## config.mk

```make
export PLATFORM = sky130hd
export DESIGN_NAME = multi_clk_divider
export DESIGN_NICKNAME = d
export VERILOG_FILES = /design/src/rtl/fdiv_pkg.sv /design/src/rtl/div_channel.sv /design/src/rtl/multi_clk_divider.sv
export SDC_FILE = /design/constraint.sdc
export NUM_CORES = 1
export LEC_CHECK = 0
export BUFFER_PORTS_ARGS = -buffer_cell sky130_fd_sc_hd__buf_2
export CORE_ASPECT_RATIO = 1.4
export CORE_MARGIN = 2
export CORE_UTILIZATION = 40
export CTS_BUF_LIST = sky130_fd_sc_hd__clkbuf_8
export DETAILED_ROUTE_END_ITERATION = 8
export GPL_TIMING_DRIVEN = 0
export HOLD_SLACK_MARGIN = 0.05
export PLACE_DENSITY = 0.58
export SYNTH_ARGS = -nofsm -noshare
export SYNTH_HDL_FRONTEND = slang
export SYNTH_SLANG_ARGS = --single-unit
```

## constraint.sdc

```tcl
create_clock -name clk -period 27.6 [get_ports clk]
set_input_delay 2.76 -clock clk [delete_from_list [all_inputs] [get_ports clk]]
set_output_delay 2.76 -clock clk [all_outputs]
set_load 0.1 [all_outputs]
```

## src/rtl/fdiv_pkg.sv

```systemverilog
// Shared constants and elaboration-time helpers for the multi-channel clock divider.
package fdiv_pkg;

    localparam int unsigned CNT_W_DEF       = 32;
    localparam int unsigned DEFAULT_DIV_DEF = 0;

    // Ceiling log2, evaluated at elaboration time.
    function automatic int unsigned clog2(input int unsigned value);
        int unsigned r;
        int unsigned v;
        r = 0;
        v = (value > 0) ? value - 1 : 0;
        while (v > 0) begin
            r = r + 1;
            v = v >> 1;
        end
        return r;
    endfunction

    // Channel index width: wide enough to also express index N_CH, so that an
    // out-of-range address can actually be presented and rejected.
    function automatic int unsigned ch_idx_w(input int unsigned n_ch);
        int unsigned w;
        w = clog2(n_ch + 1);
        return (w < 1) ? 1 : w;
    endfunction

endpackage

```

## src/rtl/div_channel.sv

```systemverilog
// One divider channel: half-period counter, active/shadow divisor pair,
// square-wave toggle flop and rising-edge tick flop.
module div_channel
    import fdiv_pkg::*;
#(
    parameter int unsigned CNT_W       = CNT_W_DEF,
    parameter int unsigned DEFAULT_DIV = DEFAULT_DIV_DEF
) (
    input  logic             clk,
    input  logic             rst,
    input  logic             en,
    input  logic             wr,
    input  logic [CNT_W-1:0] wr_data,
    output logic             clk_out,
    output logic             tick,
    output logic             busy
);

    localparam logic [CNT_W-1:0] RST_DIV = CNT_W'(DEFAULT_DIV);

    logic [CNT_W-1:0] cnt_q,    cnt_d;
    logic [CNT_W-1:0] active_q, active_d;
    logic [CNT_W-1:0] shadow_q, shadow_d;
    logic             clk_out_q, clk_out_d;
    logic             tick_q,    tick_d;
    logic             busy_q,    busy_d;
    logic             toggle;

    // Next-state: the active divisor only moves at a toggle (or while idle),
    // and a write landing on that edge goes straight through via shadow_d.
    always_comb begin
        toggle    = (cnt_q == active_q);
        shadow_d  = wr ? wr_data : shadow_q;
        cnt_d     = cnt_q;
        active_d  = active_q;
        clk_out_d = clk_out_q;
        tick_d    = 1'b0;
        if (!en) begin
            cnt_d     = '0;
            clk_out_d = 1'b0;
            active_d  = shadow_d;
        end else if (toggle) begin
            cnt_d     = '0;
            clk_out_d = ~clk_out_q;
            tick_d    = ~clk_out_q;
            active_d  = shadow_d;
        end else begin
            cnt_d     = cnt_q + CNT_W'(1);
        end
        busy_d = (shadow_d != active_d);
    end

    always_ff @(posedge clk or posedge rst) begin
        if (rst) begin
            cnt_q     <= '0;
            active_q  <= RST_DIV;
            shadow_q  <= RST_DIV;
            clk_out_q <= 1'b0;
            tick_q    <= 1'b0;
            busy_q    <= 1'b0;
        end else begin
            cnt_q     <= cnt_d;
            active_q  <= active_d;
            shadow_q  <= shadow_d;
            clk_out_q <= clk_out_d;
            tick_q    <= tick_d;
            busy_q    <= busy_d;
        end
    end

    assign clk_out = clk_out_q;
    assign tick    = tick_q;
    assign busy    = busy_q;

endmodule

```

## src/rtl/multi_clk_divider.sv

```systemverilog
// N-channel programmable clock divider / tick generator: write-address decode
// feeding an array of independent div_channel instances.
module multi_clk_divider
    import fdiv_pkg::*;
#(
    parameter int unsigned N_CH        = 4,
    parameter int unsigned CNT_W       = CNT_W_DEF,
    parameter int unsigned DEFAULT_DIV = DEFAULT_DIV_DEF,
    localparam int unsigned CH_W       = ch_idx_w(N_CH)
) (
    input  logic             clk,
    input  logic             rst,
    input  logic [N_CH-1:0]  en,
    input  logic             wr_en,
    input  logic [CH_W-1:0]  wr_ch,
    input  logic [CNT_W-1:0] wr_data,
    output logic [N_CH-1:0]  clk_out,
    output logic [N_CH-1:0]  tick,
    output logic [N_CH-1:0]  busy
);

    logic [N_CH-1:0] wr_vec;

    // One-hot write decode; an address >= N_CH matches no channel.
    always_comb begin
        wr_vec = '0;
        for (int unsigned i = 0; i < N_CH; i++) begin
            wr_vec[i] = wr_en && (wr_ch == CH_W'(i));
        end
    end

    for (genvar g = 0; g < N_CH; g++) begin : g_ch
        div_channel #(
            .CNT_W       (CNT_W),
            .DEFAULT_DIV (DEFAULT_DIV)
        ) u_ch (
            .clk     (clk),
            .rst     (rst),
            .en      (en[g]),
            .wr      (wr_vec[g]),
            .wr_data (wr_data),
            .clk_out (clk_out[g]),
            .tick    (tick[g]),
            .busy    (busy[g])
        );
    end

endmodule

```

==> results.json <==
{
  "grt_max_degree": 132,
  "drc": 0,
  "die_w_um": 191,
  "viasPerCell": 5.26,
  "drive_gt1_share_pct": 24.0,
  "fin_setup_tns_ns": 0,
  "hold_depth": 1,
  "vias": 13100,
  "dr.first_iter.drc_count": 601,
  "antenna_found_initial": 5,
  "clock-sinks": 396,
  "grt_use_total_pct": 21.0,
  "syn_nets": 1740,
  "p_leak_nw": 9.35,
  "ys_ff_latch": 396,
  "synth_edf_count": 0,
  "crit-reg2reg-capture": "g_ch[0].u_ch.active_q[24]",
  "fillCellCount": 4455,
  "cp_max_fo": 10,
  "synth_top_area_share_pct": 50.6,
  "cts_htree_levels": 2,
  "nets": 1858,
  "synth_top_cell_by_area": "dfrtp_1",
  "maxCapViolCount": 0,
  "synthArstFlopShare_pct": 100,
  "finalWirelength_um": 52000,
  "multi_input_area_sq_um": 8910,
  "port_buffers": 52,
  "gp_congestion": 0.871,
  "wire_per_inst_um": 20.9,
  "post-cts-setup-buffers": 0,
  "antenna_left": 0,
  "worstMarginPinSlew_ns": 0.916,
  "hold_viol": 0,
  "hp-class": "register to register",
  "cts_buffers": 61,
  "postSynthAreaPerCell_sq_um": 11.6,
  "synth_seq_area_share_pct": 50.6,
  "powerDensity_nw_per_um2": 73.4,
  "clockPowerShare_pct": 31.7,
  "die_area_sq_um": 50700,
  "rr_worst_depth": 8,
  "max_clock_freq_ghz": 0.212,
  "endpoint_kind": "register",
  "critPathKind": "input pin to register",
  "core_sq_um": 48100,
  "finalNonFillerCells": 2491,
  "synth_area_sq_um": 19600,
  "cts_tree": "done",
  "ir_drop_uv": 37.3,
  "dp.final_hpwl_um": 38400,
  "root_buffer": "clkbuf_8",
  "hp-start": "g_ch[2].u_ch.clk_out",
  "synth_warnings": 0,
  "critPathArrivalTime_ns": 5.17,
  "dieHeight_um": 266,
  "reg2reg_from": "g_ch[0].u_ch.cnt_q[15]",
  "final-setup-viol-count": 0,
  "syn_inst": 1694,
  "rows": 95,
  "grt_setup_unrepaired": "no",
  "p_total_w": 0.00161,
  "cp-start-kind": "input pin",
  "synthTopCellsByArea": "dfrtp_1 (51%), mux2_2 (12%), xnor2_1 (10%)",
  "p_sw_share_pct": 30.7,
  "start_util_pct": 40.7,
  "r2r_slack_ns": 24.85,
  "power_frac_comb_pct": 20.8,
  "status": "completed",
  "dp.cells": 2379,
  "worstPathRequired_ns": 28.06,
  "holdPathEnd": "g_ch[2].u_ch.tick",
  "clkLatencyLatePin_ns": 0.64,
  "ys.flop_type": "dfrtp_1",
  "yosysUniqueCellTypes": 68,
  "finClkSkew_ns": 0.0168,
  "clk_pin_slew_ns": 0.06,
  "drv_slew": 0,
  "register_area_sq_um": 9910,
  "ios": 54,
  "grt_pass1_wl_um": 80900,
  "p_sw_w": 0.000496,
  "first_global_vias": 13700,
  "drt-pass1-iter-count": 5,
  "hold_buffers": 0,
  "internal_power_w": 0.00112,
  "fin_crit_sh_pct": 17.1,
  "clk_path_buf_depth": 3,
  "area_delta_synth_final_pct": 12.3,
  "cts.repair.resized": 0,
  "seqPwrFrac_pct": 47.5,
  "period_needed_ns": 4.71,
  "grt_overflow_total": 0,
  "maxSlewHeadroom_pct": 38.9
}
-- metrics by stage --
stage	hold WS (ns)	util [%]	setup WS, ns	instance area (sq um)
2_1_floorplan	0.453	-	13.83	19600
3_3_place_gp	0.462	42.8	9.34	20600
3_5_place_dp	0.478	43.0	22.25	20700
4_1_cts	0.496	45.6	22.92	22000
5_1_grt	0.514	45.6	22.81	22000
6_report	0.488	45.6	22.89	22000
-- critical path, cell delays in order --
cell	delay, ns
buf_2	0.13
nor4b_4	0.49
buf_4	0.31
mux2i_1	0.38
nor2_1	0.08
a211o_1	0.28
nor4_1	0.50
a41oi_1	0.24
-- cell type report --
type / instances / share of cell area [%]
Buffer: 65 / 1.93
Multi-Input combinational cell: 1146 / 40.5
Timing Repair Buffer: 55 / 1.56
Clock inverter: 35 / 1.14
Tap cell: 630 / 3.59
Sequential cell: 396 / 45.1
Antenna cell: 4 / 0.0456
Clock buffer: 73 / 4.57
Inverter: 87 / 1.52
-- how the worst max path moves through the flow --
stage              from                       end  slack, ns
5_1_grt        wr_ch[2]         g_ch[1].u_ch.busy      22.81
4_1_cts        wr_ch[2]         g_ch[0].u_ch.busy      22.92
3_5_place_dp   wr_ch[2]         g_ch[0].u_ch.busy      22.25
3_3_place_gp        rst    g_ch[1].u_ch.cnt_q[15]       9.34
6_report       wr_ch[2]         g_ch[0].u_ch.busy      22.89
2_1_floorplan       rst  g_ch[0].u_ch.active_q[0]      13.83
-- power by group through the flow --
stage | clock [W] | combinational [W] | sequential (W)
after floorplan | 0 | 0.000260 | 0.000742
after global placement | 0 | 0.000330 | 0.000774
after detailed placement | 0 | 0.000338 | 0.000776
after CTS | 0.000524 | 0.000340 | 0.000766
after global routing | 0.000552 | 0.000368 | 0.000777
final | 0.000511 | 0.000336 | 0.000767
-- sequential cells by signal, summed over array words and instances, names as in the netlist --
signal              count
g_ch.u_ch.shadow_q    128
g_ch.u_ch.tick          4
g_ch.u_ch.busy          4
g_ch.u_ch.active_q    128
g_ch.u_ch.cnt_q       128
g_ch.u_ch.clk_out       4
-- cells in the mapped netlist, types with 8 or more instances --
master and count:
a22oi_1 14, and3_1 26, and4_1 11, buf_2 35
buf_4 17, buf_6 8, dfrtp_1 396, inv_1 87
mux2_2 213, mux2i_1 37, nand2_1 76, nand2b_1 10
nand3_1 37, nand4_1 61, nor2_1 162, nor3_1 8
nor4_1 19, o21ai_0 11, o22ai_1 20, xnor2_1 228
xor2_1 96
-- cells by family after synthesis --
group,count (synthesis),share of synthesized area [%]
AO/OA/AOI/OAI,105,4.07
XOR/XNOR,324,14.5
adder cells (fa/ha/maj),4,0.256
buffers and inverters,152,3.84
flip-flops,396,50.6
multiplexers,251,14.2
AND/OR/NAND/NOR,462,12.5
-- cells in the final DEF (no fill, tap or decap), drive strengths merged, types with 10 or more instances in the layout --
master / n
and3: 26
nor2: 171
nand4: 65
nor3: 11
buf: 116
o21ai: 12
nand3: 37
mux2: 214
nor4: 24
xnor2: 228
nand2b: 10
dfrtp: 396
o22ai: 20
nand2: 80
inv: 111
xor2: 96
clkbuf: 77
and4: 11
a22oi: 14
mux2i: 37
-- per-layer routing --
metal  GRT usage, %  part of all wire [%]
met1           25.3                    41
met2           37.3                    52
met3           3.00                   3.5
met4           8.99                   4.1
met5              0                 0.025
Note: power is estimated with default switching activity, not from simulation.
